[src/rtl/fmul_seq_param.sv]
// Sequential floating-point multiplier: latency MAN_W+2 clocks from accept to out_Valid.
// Result is held until out_Ready; in_Ready is high only when idle. Define FMUL_ROUND_NEAREST_EVEN_EN for RNE rounding,
// otherwise results are truncated.
module fmul_seq_param #(
    parameter int EXP_W = 5,
    parameter int MAN_W = 10,
    parameter int BIAS  = (1 << (EXP_W - 1)) - 1
) (
    input  logic             clk,
    input  logic             rst_n,
    input  logic             in_Valid,
    output logic             in_Ready,
    input  logic             in_Sign_1,
    input  logic [EXP_W-1:0] in_Exponent_1,
    input  logic [MAN_W-1:0] in_Mantissa_1,
    input  logic             in_Sign_2,
    input  logic [EXP_W-1:0] in_Exponent_2,
    input  logic [MAN_W-1:0] in_Mantissa_2,
    output logic             out_Valid,
    input  logic             out_Ready,
    output logic             out_Sign,
    output logic [EXP_W-1:0] out_Exponent,
    output logic [MAN_W-1:0] out_Mantissa,
    output logic             Exponent_Overflow,
    output logic             Exponent_Underflow
);
    localparam int PW = 2 * MAN_W + 2;
    localparam int CW = $clog2(MAN_W + 1);
    localparam logic [EXP_W+1:0] BIAS_X = (EXP_W + 2)'(BIAS);

    typedef enum logic [1:0] {IDLE, MULT, NORM, DONE} state_t;
    state_t state_q, state_d;

    logic             s1_q, s2_q;
    logic [EXP_W-1:0] e1_q, e2_q;
    logic [MAN_W-1:0] m1_q, m2_q;
    logic [PW-1:0]    mcand_q, acc_q;
    logic [MAN_W:0]   mplier_q;
    logic [CW-1:0]    cnt_q;

    always_ff @(posedge clk or negedge rst_n) begin
        if (!rst_n) state_q <= IDLE;
        else        state_q <= state_d;
    end

    always_comb begin
        state_d = state_q;
        case (state_q)
            IDLE:    if (in_Valid) state_d = MULT;
            MULT:    if (cnt_q == CW'(MAN_W)) state_d = NORM;
            NORM:    state_d = DONE;
            DONE:    if (out_Ready) state_d = IDLE;
            default: state_d = IDLE;
        endcase
    end

    assign in_Ready  = (state_q == IDLE);
    assign out_Valid = (state_q == DONE);

    // Normalise so the leading one of the product always sits at bit PW-1.
    logic             prod_hi;
    logic [PW-1:0]    prod_n;
    logic [MAN_W-1:0] frac_t, frac_r;
    logic [EXP_W+1:0] e_raw, e_fin;
    logic             unused_bits;

    assign prod_hi = acc_q[PW-1];
    assign prod_n  = prod_hi ? acc_q : (acc_q << 1);
    assign frac_t  = prod_n[PW-2 -: MAN_W];
    assign e_raw   = {2'b00, e1_q} + {2'b00, e2_q} - BIAS_X + {{(EXP_W + 1){1'b0}}, prod_hi};

`ifdef FMUL_ROUND_NEAREST_EVEN_EN
    logic guard, sticky, round_up, carry;
    assign guard    = prod_n[MAN_W];
    assign sticky   = |prod_n[MAN_W-1:0];
    assign round_up = guard & (sticky | frac_t[0]);
    // An all-ones fraction rounding up wraps to zero and bumps the exponent.
    assign {carry, frac_r} = {1'b0, frac_t} + {{MAN_W{1'b0}}, round_up};
    assign e_fin       = e_raw + {{(EXP_W + 1){1'b0}}, carry};
    assign unused_bits = prod_n[PW-1];
`else
    assign frac_r      = frac_t;
    assign e_fin       = e_raw;
    assign unused_bits = ^{prod_n[PW-1], prod_n[MAN_W:0]};
`endif

    logic e1_max, e2_max, e1_zero, e2_zero, is_nan, is_inf, is_zero, ovf_cond, unf_cond;
    assign e1_max   = &e1_q;
    assign e2_max   = &e2_q;
    assign e1_zero  = ~|e1_q;
    assign e2_zero  = ~|e2_q;
    assign is_nan   = (e1_max & |m1_q) | (e2_max & |m2_q) | (e1_max & e2_zero) | (e2_max & e1_zero);
    assign is_inf   = e1_max | e2_max;
    assign is_zero  = e1_zero | e2_zero;
    assign ovf_cond = ~e_fin[EXP_W+1] & (e_fin[EXP_W:0] >= {1'b0, {EXP_W{1'b1}}});
    assign unf_cond = e_fin[EXP_W+1] | (e_fin == '0);

    logic [EXP_W-1:0] res_exp;
    logic [MAN_W-1:0] res_man;
    logic             res_ovf, res_unf;

    always_comb begin
        res_exp = e_fin[EXP_W-1:0];
        res_man = frac_r;
        res_ovf = 1'b0;
        res_unf = 1'b0;
        if (is_nan) begin
            res_exp = '1;
            res_man = {1'b1, {(MAN_W - 1){1'b0}}};
        end else if (is_inf) begin
            res_exp = '1;
            res_man = '0;
        end else if (is_zero) begin
            res_exp = '0;
            res_man = '0;
        end else if (ovf_cond) begin
            res_exp = '1;
            res_man = '0;
            res_ovf = 1'b1;
        end else if (unf_cond) begin
            res_exp = '0;
            res_man = '0;
            res_unf = 1'b1;
        end
    end

    always_ff @(posedge clk or negedge rst_n) begin
        if (!rst_n) begin
            s1_q <= 1'b0; s2_q <= 1'b0;
            e1_q <= '0;   e2_q <= '0;
            m1_q <= '0;   m2_q <= '0;
            mcand_q  <= '0;
            mplier_q <= '0;
            acc_q    <= '0;
            cnt_q    <= '0;
            out_Sign           <= 1'b0;
            out_Exponent       <= '0;
            out_Mantissa       <= '0;
            Exponent_Overflow  <= 1'b0;
            Exponent_Underflow <= 1'b0;
        end else begin
            case (state_q)
                IDLE: if (in_Valid) begin
                    s1_q <= in_Sign_1;     s2_q <= in_Sign_2;
                    e1_q <= in_Exponent_1; e2_q <= in_Exponent_2;
                    m1_q <= in_Mantissa_1; m2_q <= in_Mantissa_2;
                    mcand_q  <= {{(MAN_W + 1){1'b0}}, 1'b1, in_Mantissa_1};
                    mplier_q <= {1'b1, in_Mantissa_2};
                    acc_q    <= '0;
                    cnt_q    <= '0;
                end
                MULT: begin
                    if (mplier_q[0]) acc_q <= acc_q + mcand_q;
                    mcand_q  <= mcand_q << 1;
                    mplier_q <= mplier_q >> 1;
                    cnt_q    <= cnt_q + 1'b1;
                end
                NORM: begin
                    out_Sign           <= s1_q ^ s2_q;
                    out_Exponent       <= res_exp;
                    out_Mantissa       <= res_man;
                    Exponent_Overflow  <= res_ovf;
                    Exponent_Underflow <= res_unf;
                end
                DONE: if (out_Ready) begin
                    out_Sign           <= 1'b0;
                    out_Exponent       <= '0;
                    out_Mantissa       <= '0;
                    Exponent_Overflow  <= 1'b0;
                    Exponent_Underflow <= 1'b0;
                end
                default: ;
            endcase
        end
    end
endmodule
[config.mk]
export PLATFORM = sky130hd
export DESIGN_NAME = fmul_seq_param
export DESIGN_NICKNAME = d
export VERILOG_FILES = /design/src/rtl/fmul_seq_param.sv
export SDC_FILE = /design/constraint.sdc
export NUM_CORES = 1
export LEC_CHECK = 0
export BUFFER_PORTS_ARGS = -buffer_cell sky130_fd_sc_hd__buf_2
export CORE_MARGIN = 2
export CORE_UTILIZATION = 45
export CTS_CLUSTER_DIAMETER = 80
export DETAILED_ROUTE_END_ITERATION = 12
export GPL_ROUTABILITY_DRIVEN = 0
export PLACE_DENSITY_LB_ADDON = 0.3
export SLEW_MARGIN = 5
export SYNTH_ARGS = -nofsm -noshare
export SYNTH_HDL_FRONTEND = slang
export SYNTH_SLANG_ARGS = --single-unit
[constraint.sdc]
create_clock -name clk -period 4.3 [get_ports clk]
set_clock_uncertainty 0.2 [all_clocks]
set_input_delay 0.86 -clock clk [delete_from_list [all_inputs] [get_ports clk]]
set_output_delay 0.86 -clock clk [all_outputs]
set_load 0.01 [all_outputs]
After elaboration in Yosys (flattened, before gate mapping)
Cells that the tools add are included.
Word-level totals
  flip-flop bits (word level): 111
  input bits: 36
  output and inout port bits: 20
  word-level logic and storage cells: 101
Operators by class
  add/sub/neg operators: 5
  order comparisons: 1
  equality and inequality tests: 8
  mux-type cells: 41
  bitwise operators: 13
  reductions and logical operators: 17
Operators with widths (number)
  22-bit case mux with 2 select lines: 2
  22-bit two-way mux: 3
  10-bit two-way mux: 6
  5-bit two-way mux: 6
  22-bit adder: 1
  11-bit case mux with 2 select lines: 1
  21-bit two-way mux: 1
  10-bit case mux with 2 select lines: 1
  10-bit OR reduction: 2
  11-bit two-way mux: 1
  1-bit two-way mux: 10
  5-bit case mux with 2 select lines: 1
  5-bit AND reduction: 2
  5-bit OR reduction: 2
  2-bit case mux with 4 select lines: 1
  4-bit case mux with 2 select lines: 1
  7-bit by 1-bit adder with 7-bit output: 1
  7-bit zero test: 1
  6-bit by 4-bit subtractor with 7-bit output (second input constant): 1
  5-bit by 5-bit adder with 6-bit output: 1
  6-bit by 5-bit greater-or-equal comparator with 1-bit output (second input constant): 1
  2-bit two-way mux: 3
  2-bit inequality test (second input constant): 3
  1-bit OR: 6
  other kinds (15): 27

Depth between registers and ports, before layout
Gate-level depths: netlist (run 1).
  depth after elaboration: 11
  mapped depth: 12
  depth with buffers taken out: 11

Worst setup path before layout (run 1)
Ideal clock, no wire load.
  path type: flip-flop to flip-flop
  start: register acc_q[21]
  end: register out_Mantissa[7]
  setup time: 92 ps
  arrival time: 2733 ps
  required time: 4008 ps
  path slack: 1276 ps
  cell stages (with the launch flop): 13
  path buffers: 1
  clock period less this slack: 3024 ps
  path through: dfrtp_1 -> inv_1 -> ha_1 -> inv_1 -> ha_1 -> fa_1 -> a21o_1 -> a21oi_1 -> xnor2_1 -> a31o_2 -> or3_1 -> buf_2 -> o31ai_2
On the way
  longest elaborated chain between the ends: 9
  elaborated cells between the ends (all ways): 13
  classes of those cells: add/sub: 1; order compare: 1; mux: 7; bitwise: 3; reduce/logical: 1
RTL lines
  start: declaration: RTL line 37  | logic [PW-1:0] mcand_q, acc_q;
  start signal: assignment: RTL line 153  | if (mplier_q[0]) acc_q <= acc_q + mcand_q;
  branches (longest 4 deep; another with 7-bit by 1-bit adder with 7-bit output)
  10-bit two-way mux *: RTL line 116  | end else if (ovf_cond) begin
  10-bit two-way mux *: RTL line 113  | end else if (is_zero) begin
  10-bit two-way mux *: RTL line 110  | end else if (is_inf) begin
  10-bit two-way mux *: RTL line 107  | if (is_nan) begin
  10-bit case mux with 2 select lines *: RTL line 142  | case (state_q)
  end signal: assignment: RTL line 161  | out_Mantissa <= res_man;
  end: declaration: RTL line 23  | output logic [MAN_W-1:0] out_Mantissa,
Mark *: on every way between the ends.
A chain may end at the register's enable or synchronous reset.

Final worst setup path (run 1)
Ends and elaborated chain as after synthesis.

==> results.toml, run 1 <==
[synthesis]
yosys-top-cells-area = "dfrtp_1 46%, ha_1 7.7%, mux2_2 6.2%, mux2i_1 5.3%, o21ai_0 5.3%"
syn-num-nets = 651
ys_top_cells_by_count = "111 x dfrtp_1, 72 x nand2_1, 63 x o21ai_0"
synthAdderAreaFrac = 0.0838
yosysMostFrequentCell = "dfrtp_1"
seq_area_frac_synth = 0.463
ys.warnings.count = 0
synth_top_family_by_area = "compound AO/OA/AOI/OAI gates"
synth_top_area_cell = "dfrtp_1"
netlist.area_leader.share = 0.463
ys_ff_latch = 111
synth_simple_gate_area_share = 0.112
async_flop_share = 1.00
synthMuxAreaShare = 0.115
synthXorXnorAreaFrac = 0.0306
mappedNetlistArea_um2 = 6010
synth_cell_types = 56
synth-compound-area-share = 0.171
syn_avg_cell_area_um2 = 10.4
synth-edff-count = 0
synth_cells = 576
synthFlopType = "dfrtp_1"

[place]
dp.cells = 794
dpl.hpwl_mm = 8.94
portBuffers = 55
place_area_um2 = 6490

[drt]
wl_per_cell_um = 15.2
vias_per_cell = 5.53
drc = 0
vias = 4482
ant_nets = 0
first_iter_violations = 251
routed_wl_mm = 12.3
dr.pass1.iters = 5

[clock_tree]
clk_path_buf_depth = 2
clkSinkCount = 111
cts.repair.resized = 0
post_cts_buffers = 0
clk_latency_ns = 0.35
cts_hold_buffers = 0
cts-root-buf = "clkbuf_16"
tritoncts = "built"
cts_max_level = 3
cts_buffers = 9
path_clk_slew_ns = 0.07

[grt]
grt.total_usage = 0.186
antenna_found_initial = 0
grt_max_degree = 112
grt_pass1_wl_mm = 21.6
top_usage_layer = "met2"
global_route.usage.met2 = 0.309
grt_pass1_vias = 4584
gr-total-overflow = 0
use_met1 = 0.246
grt_util_met3 = 0.0375

[floorplanning]
row_count = 42
fp.coreArea_um2 = 13100
initial_utilization = 0.457
dieArea_um2 = 14300
die_x_um = 120
die_h_um = 120
pin_count = 56

[power_and_ir_drop]
ir_drop_uv = 416
leakage_uw = 0.00323
cellPowerDensity_nw_per_um2 = 744

[finish]
final_util = 0.520
area_delta_synth_final_pct = 13.8
drive_gt1_frac = 0.197
diodes = 0
nets = 704
layout.cells.non_filler = 810
stdcell_area_um2 = 6840

[status]
run_status = "finished clean"

[setup_path]
path_cells = "inv_1 > ha_1 > inv_1 > ha_1 > fa_1 > a21o_1 > a21oi_1 > xnor2_1 > a31o_2 > or3_1 > o31ai_2"
start_kind = "flop"
cp-end-kind = "flop"
arrival_ns = 3.77
cp_num_buf_inv = 2
required_ns = 4.36
critPathKind = "flop to flop"
cp_top_family = "compound AO/OA/AOI/OAI gates"
crit_fanout = 13
slowest_delay_ns = 0.71
crit_slowest_cell = "dfrtp_1"

[timing]
final.setup.tns_ns = 0
maxSlewHeadroom = 0.388
period_needed_ns = 3.71
hold_violations = 0
max_freq_mhz = 270
rsz0062_at_grt = "no"
finalSetupViolCount = 0
slew_violations = 0
period_share = 0.863
worstMarginPinSlew_ns = 0.916

[job]
drv_cap = 0

[min_path]
min_path_type = "flop to flop"
-- power breakdown --
part           switching (uW)  internal, uW  total (uW)
sequential                305          1460        1760
combinational            1360          1000        2360
clock                     389           572         960
total                    2050          3030        5080
-- final timing paths --
| kind | from | end | slack [ns] | depth (start not counted) |
|---|---|---|---|---|
| worst min-delay path | out_Mantissa[6] | out_Mantissa[6] | 0.28 | 2 |
| max in group asynchronous | rst_n | m2_q[5] | 3.07 | 2 |
| worst max register to register | acc_q[21] | out_Mantissa[7] | 0.59 | 11 |
| worst max-delay path | acc_q[21] | out_Mantissa[7] | 0.59 | 11 |
| min in group asynchronous | rst_n | out_Sign | 0.37 | 2 |
| worst min register to register | out_Mantissa[6] | out_Mantissa[6] | 0.28 | 2 |
-- registers in the layout, indices dropped and copies added (netlist names) --
register and flops:
Exponent_Overflow 1, m1_q 10, s2_q 1, e1_q 5, cnt_q 4, out_Mantissa 10, Exponent_Underflow 1, e2_q 5
out_Sign 1, state_q 2, s1_q 1, mcand_q 22, out_Exponent 5, acc_q 22, mplier_q 11, m2_q 10
-- logic make-up (layout without fill, tap and decap cells) --
logic type                 count (synthesis)  in the layout
xor gates and xnor gates                  21             21
adders and majority gates                 39             39
DFF                                      111            111
buffers and inverters                     38             96
AOI/OAI and AO/OA                        158            158
muxes                                     65             65
and+or+nand+nor                          144            144
-- per-stage QoR --
step	worst slack [ns]	hold WS, ns	total power, uW
2_1_floorplan	1.28	0.250	3530
3_3_place_gp	0.733	0.264	4030
3_5_place_dp	0.599	0.274	4140
4_1_cts	0.572	0.289	5120
5_1_grt	0.324	0.322	5540
6_report	0.590	0.276	5080
-- metal layers --
layer	share of wire	vias up
li1	-	2188
met1	0.47	2209
met2	0.48	70
met3	0.034	15
met4	0.015	0
met5	0	-
-- worst min-delay path, delay by kind of cell (launching register included) --
family / cells / cell delay (ns)
simple gates: 1 / 0.05
compound gates: 1 / 0.06
flops: 1 / 0.34
-- layout by cell type, fill, tap and decap left out, types with 4 or more instances in the layout --
cell | netlist | layout
a211oi_1 | 4 | 4
a21o_1 | 10 | 10
a21oi_1 | 27 | 27
a22o_1 | 12 | 12
a31oi_1 | 4 | 4
and3_1 | 6 | 6
buf_2 | 1 | 54
buf_4 | 0 | 7
clkbuf_16 | 0 | 9
dfrtp_1 | 111 | 111
ha_1 | 37 | 37
inv_1 | 18 | 18
mux2_2 | 33 | 33
mux2i_1 | 32 | 32
nand2_1 | 72 | 72
nand3_1 | 7 | 7
nor2_1 | 19 | 19
nor2b_1 | 7 | 7
nor3_1 | 6 | 6
nor3b_1 | 6 | 6
nor4_1 | 5 | 5
o21ai_0 | 63 | 63
o21bai_1 | 5 | 5
o31ai_1 | 5 | 5
xnor2_1 | 9 | 9
xor2_1 | 12 | 12
-- final cells by class --
class                           count  area [um2]
Fill cell                        1197        6300
Multi-Input combinational cell    427        3080
Sequential cell                   111        2780
Clock inverter                      7         120
Inverter                           18        67.6
Tap cell                          176         220
Clock buffer                        9         225
Timing Repair Buffer               62         343
Power figures use the tool's default switching activity.
==> run 2, diff against run 1 <==
Settings changed: CORE_UTILIZATION 45 to 50.
==> results.toml, run 2 (same netlist as run 1, synthesis figures left out) <==
[grt]
antenna_found_initial = 0
grt_pass1_vias = 4410
grt.total_usage = 0.211
gr-total-overflow = 0
grt_max_degree = 81
grt_pass1_wl_mm = 21.8

[timing]
slew_violations = 0
worstMarginPinSlew_ns = 0.978
max_freq_mhz = 271
period_share = 0.857
final.setup.tns_ns = 0
hold_violations = 0
finalSetupViolCount = 0
period_needed_ns = 3.69
rsz0062_at_grt = "no"
maxSlewHeadroom = 0.347

[drt]
vias = 4500
ant_nets = 0
routed_wl_mm = 12.3
first_iter_violations = 268
dr.pass1.iters = 4
vias_per_cell = 5.76
wl_per_cell_um = 15.8
drc = 0

[setup_path]
r2r_cells = 11
critical_path.endpoint = "out_Mantissa[7]"
critical_path.startpoint = "acc_q[21]"
start_kind = "flop"
reg2reg_to = "out_Mantissa[7]"
arrival_ns = 3.75
crit_fanout = 13
required_ns = 4.37
r2r_slack_ns = 0.61
cp-end-kind = "flop"
timing.rr.start = "acc_q[21]"
critPathKind = "flop to flop"

[finish]
area_delta_synth_final_pct = 11.7
diodes = 0
nets = 704
final_common_cell = "dfrtp_1"
drive_gt1_frac = 0.194
layout.cells.non_filler = 781
seq_area_um2 = 2780
reg_top3 = "acc_q: 22 flops, mcand_q: 22 flops, mplier_q: 11 flops"
multi_input_area_um2 = 3080
layout_common_cells = "111 x dfrtp_1, 72 x nand2_1, 63 x o21ai_0"
fillers = 1035

[clock_tree]
cts-root-buf = "clkbuf_16"
path_clk_slew_ns = 0.07
cts.repair.resized = 0
clk_path_buf_depth = 2
cts_buffers = 9
cts_hold_buffers = 0
clk_latency_ns = 0.35
post_cts_buffers = 0
clkSinkCount = 111
tritoncts = "built"
cts_max_level = 3

[power_and_ir_drop]
netSwitchingPower_uw = 2050
switching_share = 0.418
pwr-share-seq = 0.360
combPwrFrac = 0.484
pwr-share-clk = 0.156
cellPowerDensity_nw_per_um2 = 730
p_int_uw = 2850
p_total_uw = 4900
ir_drop_uv = 365
leakage_uw = 0.00318

[status]
run_status = "finished clean"

[floorplanning]
pin_count = 56
initial_utilization = 0.506
die_x_um = 114
fp.coreArea_um2 = 11900
die_h_um = 114
dieArea_um2 = 12900
row_count = 40

[min_path]
worstHoldPathCells = 2
min_path_type = "flop to flop"

[place]
dpl.hpwl_mm = 9.13
dp.cells = 765
portBuffers = 55

[job]
drv_cap = 0
run 2: changes by cell type in the layout (fill, tap and decap cells not counted):
| cell | change |
|---|---|
| clkinv_4 | +1 |
| bufinv_16 | -3 |
| clkinv_2 | +1 |
| buf_4 | +1 |
| buf_12 | -1 |
| inv_6 | -1 |
| clkbuf_1 | +2 |
run 2: per-layer routing:
| metal | vias up | GRT usage | routed length (um) |
|---|---|---|---|
| met4 | 0 | 0.0813 | 225 |
| li1 | 2197 | - | - |
| met3 | 19 | 0.0308 | 421 |
| met2 | 71 | 0.345 | 6000 |
| met5 | - | 0 | 0 |
| met1 | 2213 | 0.285 | 5690 |
run 2: worst min path at each step:
| stage | from | end | slack, ns |
|---|---|---|---|
| after CTS | mplier_q[5] | mplier_q[5] | 0.29 |
| after global placement | mplier_q[5] | mplier_q[5] | 0.26 |
| final | mplier_q[5] | mplier_q[5] | 0.28 |
| after global routing | acc_q[9] | acc_q[9] | 0.31 |
| after floorplan | mplier_q[1] | mplier_q[1] | 0.25 |
| after detailed placement | mplier_q[5] | mplier_q[5] | 0.27 |
run 2: critical path, stage by stage (launching register included):
cell     delay, ns
dfrtp_1       0.70
inv_1         0.13
ha_1          0.31
inv_1         0.04
ha_1          0.20
fa_1          0.40
a21o_1        0.18
a21oi_1       0.23
xnor2_1       0.16
a31o_2        0.27
or3_1         0.51
o31ai_2       0.26
run 2: per-stage QoR:
step	worst slack, ns	hold slack (ns)	utilization	cell area [um2]
3_5_place_dp	0.623	0.271	0.543	6440
2_1_floorplan	1.28	0.250	-	6010
4_1_cts	0.597	0.287	0.566	6710
5_1_grt	0.425	0.310	0.566	6710
6_report	0.614	0.283	0.566	6710
3_3_place_gp	0.745	0.264	0.543	6440
run 2: area by class of cell:
cell class | instances | area share
Inverter | 18 | 0.0101
Clock inverter | 5 | 0.00522
Tap cell | 147 | 0.0274
Timing Repair Buffer | 62 | 0.0492
Clock buffer | 11 | 0.0347
Sequential cell | 111 | 0.414
Multi-Input combinational cell | 427 | 0.459
run 2: power groups by stage:
| stage | Sequential (uW) | Combinational [uW] | Clock (uW) |
|---|---|---|---|
| 2_1_floorplan | 1700 | 1830 | 0 |
| 3_5_place_dp | 1780 | 2360 | 0 |
| 6_report | 1760 | 2370 | 764 |
| 4_1_cts | 1760 | 2380 | 782 |
| 3_3_place_gp | 1760 | 2270 | 0 |
| 5_1_grt | 1820 | 2690 | 832 |
==> run 3, diff against run 2 <==
--- a/config.mk
+++ b/config.mk
@@ -6,4 +6,5 @@
 export NUM_CORES = 1
 export LEC_CHECK = 0
+export ABC_CLOCK_PERIOD_IN_PS = 4300
 export BUFFER_PORTS_ARGS = -buffer_cell sky130_fd_sc_hd__buf_2
 export CORE_MARGIN = 2
@@ -12,4 +13,5 @@
 export DETAILED_ROUTE_END_ITERATION = 12
 export GPL_ROUTABILITY_DRIVEN = 0
+export HOLD_SLACK_MARGIN = 0.15
 export PLACE_DENSITY_LB_ADDON = 0.3
 export SLEW_MARGIN = 5
==> constraint.sdc (replaced) <==
create_clock -name clk -period 4.3 [get_ports clk]
set_clock_uncertainty 0.2 [all_clocks]
set_input_delay 0.215 -clock clk [delete_from_list [all_inputs] [get_ports clk]]
set_output_delay 0.215 -clock clk [all_outputs]
set_load 0.01 [all_outputs]
==> results.toml, run 3 (same netlist as run 1, synthesis figures left out) <==
[status]
run_status = "finished clean"

[drt]
routed_wl_mm = 12.9
dr.pass1.iters = 4
ant_nets = 0
vias_per_cell = 5.61
first_iter_violations = 182
vias = 4567
drc = 0
wl_per_cell_um = 15.9

[finish]
final_common_cell = "dfrtp_1"
nets = 738
layout_common_cells = "111 x dfrtp_1, 72 x nand2_1, 63 x o21ai_0"
area_delta_synth_final_pct = 17.7
seq_area_um2 = 2780
diodes = 0
fillers = 966
drive_gt1_frac = 0.184
reg_top3 = "acc_q: 22 flops, mcand_q: 22 flops, mplier_q: 11 flops"
multi_input_area_um2 = 3080
stdcell_area_um2 = 7070

[clock_tree]
path_clk_slew_ns = 0.07
tritoncts = "built"
cts_buffers = 9
post_cts_buffers = 0
cts-root-buf = "clkbuf_16"
cts_max_level = 3
clkSinkCount = 111
cts.repair.resized = 0
cts_hold_buffers = 34
clk_path_buf_depth = 2
clk_latency_ns = 0.35

[floorplanning]
fp.coreArea_um2 = 11900
initial_utilization = 0.506
die_x_um = 114
pin_count = 56
row_count = 40
dieArea_um2 = 12900
die_h_um = 114

[grt]
grt_pass1_vias = 4756
antenna_found_initial = 0
grt_max_degree = 75
grt_pass1_wl_mm = 22.6
gr-total-overflow = 0
grt.total_usage = 0.220

[setup_path]
required_ns = 4.37
critPathKind = "flop to flop"
crit_slowest_cell = "dfrtp_1"
arrival_ns = 3.72
critical_path.startpoint = "acc_q[21]"
crit_fanout = 13
timing.rr.start = "acc_q[21]"
cp-end-kind = "flop"
start_kind = "flop"
path_cells = "inv_1 > ha_1 > inv_1 > ha_1 > fa_1 > a21o_1 > a21oi_1 > xnor2_1 > a31o_2 > or3_1 > o31ai_2"
slowest_delay_ns = 0.70

[job]
drv_cap = 0

[power_and_ir_drop]
cellPowerDensity_nw_per_um2 = 706
pwr-share-seq = 0.353
p_int_uw = 2930
combPwrFrac = 0.482
p_total_uw = 4990
netSwitchingPower_uw = 2060
switching_share = 0.413
ir_drop_uv = 430
leakage_uw = 0.00334
pwr-share-clk = 0.165

[min_path]
min-delay-start = "out_Ready"
min_path_type = "input port to flop"

[timing]
final.setup.tns_ns = 0
hold_violations = 0
slew_violations = 0
period_share = 0.849
worstMarginPinSlew_ns = 0.929
maxSlewHeadroom = 0.381
finalSetupViolCount = 0
max_freq_mhz = 274
period_needed_ns = 3.65
rsz0062_at_grt = "no"

[place]
portBuffers = 55
place_area_um2 = 6440
dpl.hpwl_mm = 9.16
-- run 3: path summary, 6_finish.rpt --
check / to / slack [ns] / cells past startpoint
setup reg to reg: out_Mantissa[7] / 0.65 / 11
min in group asynchronous: e2_q[0] / 0.34 / 2
setup / recovery: out_Mantissa[7] / 0.65 / 11
hold / removal: out_Sign / 0.17 / 4
hold reg to reg: out_Exponent[0] / 0.29 / 2
max in group asynchronous: mplier_q[10] / 2.55 / 3
-- run 3: worst max-delay path: cells and delay by family (launching register included) --
| family | cells | cell delay (ns) |
|---|---|---|
| compound gates | 4 | 0.94 |
| fa+ha+maj | 3 | 0.91 |
| flops | 1 | 0.70 |
| simple gates | 1 | 0.51 |
| buf+inv | 2 | 0.17 |
| xor+xnor | 1 | 0.15 |
-- run 3: through the flow --
step,hold WS [ns],setup slack (ns),cells,util
after floorplan,-0.281,1.28,576,-
after global placement,0.207,0.750,765,0.543
after detailed placement,0.218,0.675,765,0.543
after CTS,0.162,0.648,814,0.596
after global routing,0.203,0.415,814,0.596
final,0.174,0.648,814,0.596
-- run 3: cell type report --
class / count / share of cell area
tap: 147 / 0.0260
sequential: 111 / 0.393
inverter: 18 / 0.00956
clock buffer: 10 / 0.0324
timing repair buffer: 96 / 0.0949
clock inverter: 5 / 0.00849
multi-input combinational: 427 / 0.436
-- run 3: power groups by stage --
stage | combinational (uW) | clock [uW] | sequential [uW]
after detailed placement | 2380 | 0 | 1780
after CTS | 2420 | 847 | 1760
final | 2410 | 825 | 1760
after global placement | 2270 | 0 | 1760
after global routing | 2740 | 888 | 1820
after floorplan | 1830 | 0 | 1700
-- run 3: metal layers --
metal | part of all wire | track usage
met1 | 0.46 | 0.283
met2 | 0.48 | 0.370
met3 | 0.030 | 0.0329
met4 | 0.024 | 0.101
met5 | 0 | 0
